**config.mk**
```make
export PLATFORM = sky130hd
export DESIGN_NAME = instr_loader
export DESIGN_NICKNAME = d
export VERILOG_FILES = /design/src/rtl/instr_loader_pkg.sv /design/src/rtl/instr_loader.sv
export SDC_FILE = /design/constraint.sdc
export NUM_CORES = 1
export LEC_CHECK = 0
export ABC_AREA = 1
export BUFFER_PORTS_ARGS = -buffer_cell sky130_fd_sc_hd__buf_2
export CAP_MARGIN = 5
export CORE_MARGIN = 2
export CORE_UTILIZATION = 51
export DETAILED_ROUTE_END_ITERATION = 8
export PLACE_DENSITY = 0.78
export SLEW_MARGIN = 10
export SYNTH_ARGS = -nofsm -noshare
export SYNTH_HDL_FRONTEND = slang
export SYNTH_SLANG_ARGS = --single-unit
export TNS_END_PERCENT = 30
```
**constraint.sdc**
```tcl
create_clock -name clk1 -period 1.5 [get_ports clk1]
set_clock_uncertainty 0.2 [all_clocks]
set_input_delay 0.375 -clock clk1 [delete_from_list [all_inputs] [get_ports clk1]]
set_output_delay 0.375 -clock clk1 [all_outputs]
set_load 0.01 [all_outputs]
```
**src/rtl/instr_loader_pkg.sv**
```systemverilog
// Shared types and constants for the instruction bank loader.
package instr_loader_pkg;

  typedef enum logic [2:0] {
    IDLE,
    LEN,
    LO,
    HI,
    WR,
    CSUM,
    DONE,
    ERR
  } state_t;

  // A LEN byte of zero requests a full-depth load.
  localparam logic [7:0] LEN_FULL = 8'h00;
  localparam logic [7:0] HI_MASK  = 8'hF0;

endpackage

```
**src/rtl/instr_loader.sv**
```systemverilog
// Framed host byte stream -> instruction bank writer; holds the CPU until a checksum-valid load.
// Optional: LOADER_HI_CHECK_EN aborts the load on a non-zero high nibble in a high byte.
module instr_loader
  import instr_loader_pkg::*;
#(
  parameter int ADDR_W  = 7,
  parameter int INSTR_W = 12,
  parameter int DEPTH   = 128
) (
  input  logic               clk1,
  input  logic               rst,
  input  logic               start,
  input  logic               in_valid,
  input  logic [7:0]         in_data,
  output logic               in_ready,
  output logic               wr_en,
  output logic [ADDR_W-1:0]  wr_adr,
  output logic [INSTR_W-1:0] wr_data,
  output logic               cpu_hold,
  output logic               done,
  output logic               err,
  output logic [7:0]         word_count
);

  state_t state, state_nxt;
  logic [7:0] n_words, n_words_nxt;
  logic [7:0] lo_byte, lo_byte_nxt;
  logic [7:0] acc, acc_nxt;
  logic               in_ready_nxt, wr_en_nxt, cpu_hold_nxt, done_nxt, err_nxt;
  logic [ADDR_W-1:0]  wr_adr_nxt;
  logic [INSTR_W-1:0] wr_data_nxt;
  logic [7:0]         word_count_nxt;
  logic accept, hi_bad;

  assign accept = in_valid && in_ready;

`ifdef LOADER_HI_CHECK_EN
  assign hi_bad = (in_data & HI_MASK) != '0;
`else
  assign hi_bad = 1'b0;
`endif

  always_comb begin
    state_nxt      = state;
    n_words_nxt    = n_words;
    lo_byte_nxt    = lo_byte;
    acc_nxt        = acc;
    wr_en_nxt      = 1'b0;
    wr_adr_nxt     = wr_adr;
    wr_data_nxt    = wr_data;
    cpu_hold_nxt   = cpu_hold;
    done_nxt       = done;
    err_nxt        = err;
    word_count_nxt = word_count;
    unique case (state)
      IDLE, DONE, ERR: begin
        if (start) begin
          state_nxt      = LEN;
          word_count_nxt = '0;
          wr_adr_nxt     = '0;
          acc_nxt        = '0;
          done_nxt       = 1'b0;
          err_nxt        = 1'b0;
          cpu_hold_nxt   = 1'b1;
        end
      end
      LEN: begin
        if (accept) begin
          n_words_nxt = (in_data == LEN_FULL) ? 8'(DEPTH) : in_data;
          state_nxt   = LO;
        end
      end
      LO: begin
        if (accept) begin
          lo_byte_nxt = in_data;
          acc_nxt     = acc ^ in_data;
          state_nxt   = HI;
        end
      end
      HI: begin
        if (accept) begin
          acc_nxt = acc ^ in_data;
          if (hi_bad) begin
            state_nxt    = ERR;
            err_nxt      = 1'b1;
            cpu_hold_nxt = 1'b1;
          end else begin
            wr_en_nxt      = 1'b1;
            wr_data_nxt    = INSTR_W'({in_data[3:0], lo_byte});
            word_count_nxt = word_count + 8'd1;
            state_nxt      = WR;
          end
        end
      end
      WR: begin
        // word_count already includes the word being written this cycle.
        wr_adr_nxt = wr_adr + 1'b1;
        state_nxt  = (word_count == n_words) ? CSUM : LO;
      end
      CSUM: begin
        if (accept) begin
          if (in_data == acc) begin
            state_nxt    = DONE;
            done_nxt     = 1'b1;
            cpu_hold_nxt = 1'b0;
          end else begin
            state_nxt    = ERR;
            err_nxt      = 1'b1;
            cpu_hold_nxt = 1'b1;
          end
        end
      end
      default: state_nxt = IDLE;
    endcase
    in_ready_nxt = (state_nxt == LEN) || (state_nxt == LO) ||
                   (state_nxt == HI)  || (state_nxt == CSUM);
  end

  always_ff @(posedge clk1) begin
    if (rst) begin
      state      <= IDLE;
      n_words    <= '0;
      lo_byte    <= '0;
      acc        <= '0;
      in_ready   <= 1'b0;
      wr_en      <= 1'b0;
      wr_adr     <= '0;
      wr_data    <= '0;
      cpu_hold   <= 1'b1;
      done       <= 1'b0;
      err        <= 1'b0;
      word_count <= '0;
    end else begin
      state      <= state_nxt;
      n_words    <= n_words_nxt;
      lo_byte    <= lo_byte_nxt;
      acc        <= acc_nxt;
      in_ready   <= in_ready_nxt;
      wr_en      <= wr_en_nxt;
      wr_adr     <= wr_adr_nxt;
      wr_data    <= wr_data_nxt;
      cpu_hold   <= cpu_hold_nxt;
      done       <= done_nxt;
      err        <= err_nxt;
      word_count <= word_count_nxt;
    end
  end

endmodule

```
==> results of run 1 <==
==> what timing repair did <==
item                                    4_1_cts  5_1_grt
endpoints found under the setup margin       39       65
setup buffers                                 6        7
pin swaps                                    10       18
hold endpoints to repair                      0        0
gates resized for setup                      44       70
hold buffers                                  0        0
==> layer usage <==
metal | wire (um) | global-route usage [%] | share of wire (%) | vias to the layer above
li1 | - | - | - | 1500
met1 | 3340 | 30.5 | 42 | 1394
met2 | 4100 | 43.2 | 51 | 89
met3 | 363 | 6.78 | 4.5 | 19
met4 | 204 | 9.82 | 2.5 | 0
met5 | 0 | 0 | 0 | -
==> Yosys cell counts <==
library cell and number:
buf_6 3, nand3b_1 1, a21oi_2 2, nand3_4 2
o21ai_0 40, clkbuf_1 4, nor3_4 1, nor3_1 5
inv_1 44, nand2_1 87, nor2_8 1, nand3_1 21
clkinv_2 1, or2_0 1, xnor2_1 4, inv_2 5
buf_1 1, nor4_1 1, o21ai_2 2, nor2_4 2
dfxtp_1 59, buf_2 3, nand2_4 3, o21ai_1 1
nand2_2 4, nor2_2 2, a21oi_4 1, a21oi_1 40
a211oi_1 1, xor2_1 1, nor2_1 47, clkinv_1 1
nand4_1 3, o21bai_1 1, nor3_2 1, ha_1 2
==> kinds of logic after synthesis <==
| family | Yosys count | synth area share, % |
|---|---|---|
| xor gates and xnor gates | 5 | 1.55 |
| and+or+nand+nor | 182 | 29.9 |
| buffers and inverters | 62 | 9.20 |
| AOI/OAI and AO/OA | 88 | 16.7 |
| adders and majority gates | 2 | 0.884 |
| DFF | 59 | 41.8 |
==> area by class of cell <==
| cell class | count | area, um2 |
|---|---|---|
| Multi-Input combinational cell | 277 | 1600 |
| Fill cell | 409 | 1260 |
| Sequential cell | 59 | 1210 |
| Timing Repair Buffer | 108 | 835 |
| Inverter | 51 | 213 |
| Clock buffer | 10 | 138 |
| Tap cell | 72 | 90.1 |
| Clock inverter | 6 | 88.8 |
==> path summary, 6_finish.rpt <==
path	depth (start not counted)	slack, ns	end
min	3	0.09	n_words[7]
max reg2reg	10	-0.11	word_count[5]
max	10	-0.11	word_count[5]
min reg2reg	2	0.27	n_words[5]
==> power by group <==
group	internal, W	total [W]	leakage, nW	switching [W]
Sequential	0.00185	0.00206	0.488	0.000212
Combinational	0.00130	0.00306	1.38	0.00176
Clock	0.000979	0.00165	0.108	0.000668
==> per-stage QoR <==
stage | worst slack [ns] | power [W] | util [%] | hold WS (ns) | instances
2_1_floorplan | -0.0166 | 0.00358 | - | 0.242 | 398
3_3_place_gp | -0.139 | 0.00431 | 64.3 | 0.249 | 554
3_5_place_dp | -0.161 | 0.00436 | 64.3 | 0.257 | 554
4_1_cts | -0.0961 | 0.00629 | 72.2 | 0.0794 | 576
5_1_grt | -0.196 | 0.00716 | 76.9 | 0.0842 | 583
6_report | -0.106 | 0.00677 | 76.9 | 0.0859 | 583
==> worst register-to-register path, cell delays in order, from the launching register on <==
cell and delay [ns]:
dfxtp_4 0.37, inv_4 0.06, nand2_4 0.07, buf_6 0.13
nor2_4 0.20, nor2_4 0.10, nor3_4 0.17, nand2_1 0.08
nand2_1 0.06, nand2_1 0.05, nor2_2 0.06
==> state kept, by name, summed over array words and instances (netlist names) <==
signal,cells
n_words,8
acc,8
in_ready,1
err,1
wr_en,1
lo_byte,8
word_count,8
state,3
done,1
cpu_hold,1
wr_data,12
wr_adr,7
==> impl_metrics.ini, run 1 <==
[status]
outcome = finished, violations left
violations = setup timing

[yosys]
synth.distinct_cells = 36
yosys.area.top_type = dfxtp_1
netlist.area_leader.share_pct = 41.8
syn_avg_cell_area_um2 = 7.11
yosys-top-cells-area = dfxtp_1, nand2_1, a21oi_1
synth_warnings = 0
syn_nets = 412
yosys_register_bits = 59
yosysSeqAreaShare_pct = 41.8
netlist_instances = 398
synth.cell_area_mm2 = 0.00283

[routing]
drc = 0
antenna_left = 0
dr.first_iter.drc_count = 172
vias_per_cell = 5.15
drt-total-wl_um = 8000
vias = 3002
firstDrtPassIters = 4
wire_per_inst_um = 13.7

[setup_path]
cpLargestDelayFamily = simple AND/OR/NAND/NOR gates
worstPathCellList = inv_4 > nand2_4 > buf_6 > nor2_4 > nor2_4 > nor3_4 > nand2_1 > nand2_1 > nand2_1 > nor2_2
cp.required_ns = 1.59
critPathCaptureType = flip-flop
crit_path_frequent_cell = nand2_1
crit_fanout = 6
cp-startpoint = state[2]
cp_slowest_stage_delay_ns = 0.37
setup.worst_path.class = reg -> reg
crit_buf_inv = 2
arrival_ns = 1.69
cpMaxStageDelayCell = dfxtp_4
start_kind = flip-flop
rr_startpoint = state[2]

[clocking]
root_buffer = clkbuf_8
htree_levels = 3
cts_made_buffers = 9
insertion_delay_ns = 0.35
numClockSinks = 59
clk_pin_slew_ns = 0.08
cts_buffer_depth = 2
cts_tree = yes

[timing]
timing.fmax_mhz = 623
final.period_utilization_pct = 107
min_period_ns = 1.61
fin_ws_ns = -0.106
slew_headroom_pct = 70.6
slew_violations = 0
hold_viol = 0
rsz0062_at_grt = true
tns_ns = -1.63
finalSetupViolations = 34
worst_pin_slew_ns = 0.441

[floorplanning]
fp.coreArea_mm2 = 0.00544
num_rows = 27
ios = 44
dieArea_mm2 = 0.00616
initial_core_util_pct = 52.0
fp.dieW_um = 78.5
die_h_um = 78.5

[global_route]
grt_pass1_vias = 2751
gr-total-overflow = 0
grt_start_max_net_pins = 37
antenna_found_initial = 0
grt_pass1_wl_um = 12200
grt_use_total_pct = 25.3

[layout]
n_antenna_cell = 0
fin_area_mm2 = 0.00418
drive_gt1_share_pct = 41.3
nets = 520
layout_commonest_cell = nand2_1
syn2layout_area_growth_pct = 47.9
final_cell_mix = nand2_1, buf_4, inv_1, dfxtp_1, nor2_1

[placed_design]
placed_area_mm2 = 0.00350
globalplace.congestion = 0.850
dp_hpwl_um = 4980
io_buffers = 43

[worst_hold_path]
hp-class = in -> reg
worstHoldStart = in_data[7]

[power_and_ir_drop]
ir_drop_mv = 0.787
power.density_mw_per_mm2 = 1620
leakage_nw = 1.98

[flow_run]
maxCapViolations = 0
No activity file was read; power rests on OpenSTA's default activity.
==> run 2, diff against run 1 <==
--- a/config.mk
+++ b/config.mk
@@ -9,9 +9,10 @@
 export BUFFER_PORTS_ARGS = -buffer_cell sky130_fd_sc_hd__buf_2
 export CAP_MARGIN = 5
 export CORE_MARGIN = 2
-export CORE_UTILIZATION = 51
+export CORE_UTILIZATION = 56
 export DETAILED_ROUTE_END_ITERATION = 8
-export PLACE_DENSITY = 0.78
+export MAX_ROUTING_LAYER = met4
+export PLACE_DENSITY = 0.81
 export SLEW_MARGIN = 10
 export SYNTH_ARGS = -nofsm -noshare
 export SYNTH_HDL_FRONTEND = slang
==> constraint.sdc (replaced) <==
create_clock -name clk1 -period 1.75 [get_ports clk1]
set_clock_uncertainty 0.2 [all_clocks]
set_input_delay 0.4375 -clock clk1 [delete_from_list [all_inputs] [get_ports clk1]]
set_output_delay 0.4375 -clock clk1 [all_outputs]
set_load 0.01 [all_outputs]
==> run 2 against run 1 <==
Against the previous run:
- the run now ends clean
- clock-buffer cell count increased by 1
- register-to-register slack improved by 0.20 ns
- global-route usage increased by 1.2 points
- sequential share of layout area increased by 4.6 points
- sequential power decreased by 16%
- design area decreased by 16%
- via count decreased by 8.1%
- cell count decreased by 7.5%
- sequential cell count unchanged
- setup slack improved by 0.19 ns
- die area decreased by 8.5%
- clock power decreased by 8%
==> impl_metrics.ini, run 2 (synthesized netlist as in run 1, its figures left out) <==
[floorplanning]
num_rows = 25
initial_core_util_pct = 59.1
fp.coreArea_mm2 = 0.00479
dieArea_mm2 = 0.00564
ios = 44
die_h_um = 75.1
fp.dieW_um = 75.1

[timing]
rsz0062_at_grt = true
fin_hold_ws_ns = 0.154
min_period_ns = 1.67
finalSetupViolations = 0
tns_ns = 0
worst_pin_slew_ns = 0.431
final.period_utilization_pct = 95.4
slew_violations = 0
timing.fmax_mhz = 599
slew_headroom_pct = 71.0
hold_viol = 0

[setup_path]
crit_fanout = 4
r2r-end = in_ready
reg2reg_slack_ns = 0.09
setup.worst_path.class = reg -> out
arrival_ns = 1.03
cp-startpoint = word_count[2]
cp.required_ns = 1.11
crit_path_end = word_count[2]
r2r_cells = 12
rr_startpoint = word_count[1]
start_kind = flip-flop
critPathCaptureType = primary output

[power_and_ir_drop]
ir_drop_mv = 0.792
p_sw_w = 0.00181
share_seq_of_total_power_pct = 34.8
total_power_w = 0.00496
power.density_mw_per_mm2 = 1400
internal-power_w = 0.00315
swShare_pct = 36.5
clkPwrFrac_pct = 30.4
p_comb_share_pct = 34.7
leakage_nw = 1.73

[global_route]
grt_start_max_net_pins = 25
gr-total-overflow = 0
grt_use_total_pct = 26.5
grt_pass1_wl_um = 10900
grt_pass1_vias = 2501
antenna_found_initial = 0

[routing]
drt-total-wl_um = 6660
wire_per_inst_um = 12.4
drc = 0
firstDrtPassIters = 4
vias_per_cell = 5.12
antenna_left = 0
vias = 2759
dr.first_iter.drc_count = 104

[layout]
largest_register_ffs = 12
n_antenna_cell = 0
syn2layout_area_growth_pct = 24.8
layout_commonest_cell = nand2_1
regMostFlops = wr_data
drive_gt1_share_pct = 24.6
final_cell_mix = nand2_1, dfxtp_1, nor2_1
nets = 481

[clocking]
clk_pin_slew_ns = 0.07
cts_buffer_depth = 2
cts_tree = yes
numClockSinks = 59
htree_levels = 3
root_buffer = clkbuf_8
cts_made_buffers = 9
cts_setup_buffers = 0
cts_resized = 0
insertion_delay_ns = 0.34
holdBufCountCts = 0

[flow_run]
maxCapViolations = 0

[status]
outcome = finished, final reports clean

[placed_design]
dp_hpwl_um = 4780
globalplace.congestion = 0.903
io_buffers = 43

[worst_hold_path]
hp-class = in -> reg
[run 2: worst min path at each step]
| stage | start | to | slack [ns] | depth (start not counted) |
|---|---|---|---|---|
| floorplan | acc[7] | acc[7] | 0.24 | 2 |
| global placement | acc[1] | acc[1] | 0.25 | 2 |
| detailed placement | n_words[2] | n_words[2] | 0.26 | 2 |
| CTS | in_data[7] | n_words[7] | 0.15 | 3 |
| global route | in_data[7] | n_words[7] | 0.16 | 3 |
| finish | in_data[7] | n_words[7] | 0.15 | 3 |
[run 2: cell type report]
| class | count | area (um2) |
|---|---|---|
| multi-input combinational | 277 | 1390 |
| fill | 386 | 1260 |
| sequential | 59 | 1190 |
| timing repair buffer | 69 | 435 |
| inverter | 51 | 193 |
| clock buffer | 11 | 141 |
| clock inverter | 5 | 100 |
| tap | 67 | 83.8 |
[run 2: layer usage]
metal / global-route usage (%) / part of all wire (%) / vias to the layer above
met5: - / 0 / -
met4: 12.7 / 2.4 / 0
met3: 5.35 / 3.6 / 13
met2: 43.6 / 48 / 62
met1: 30.9 / 46 / 1268
li1: - / - / 1416
[run 2: metrics by stage]
step	instance area, um2	worst slack, ns	std cells	util [%]
floorplan	2830	0.152	398	-
global placement	3280	0.0328	523	68.5
detailed placement	3280	-0.0127	523	68.5
CTS	3520	0.0349	539	73.6
global route	3530	-0.0701	539	73.8
finish	3530	0.0804	539	73.8
[run 2: power by group through the flow]
stage / clock (W) / combinational (W) / sequential, W
2_1_floorplan: 0 / 0.00133 / 0.00173
3_3_place_gp: 0 / 0.00163 / 0.00174
3_5_place_dp: 0 / 0.00168 / 0.00174
4_1_cts: 0.00152 / 0.00171 / 0.00172
5_1_grt: 0.00157 / 0.00195 / 0.00175
6_report: 0.00151 / 0.00172 / 0.00173
[run 2: worst max-delay path, stage by stage (launching register included)]
cell	delay, ns
dfxtp_1	0.40
buf_4	0.17
buf_2	0.13
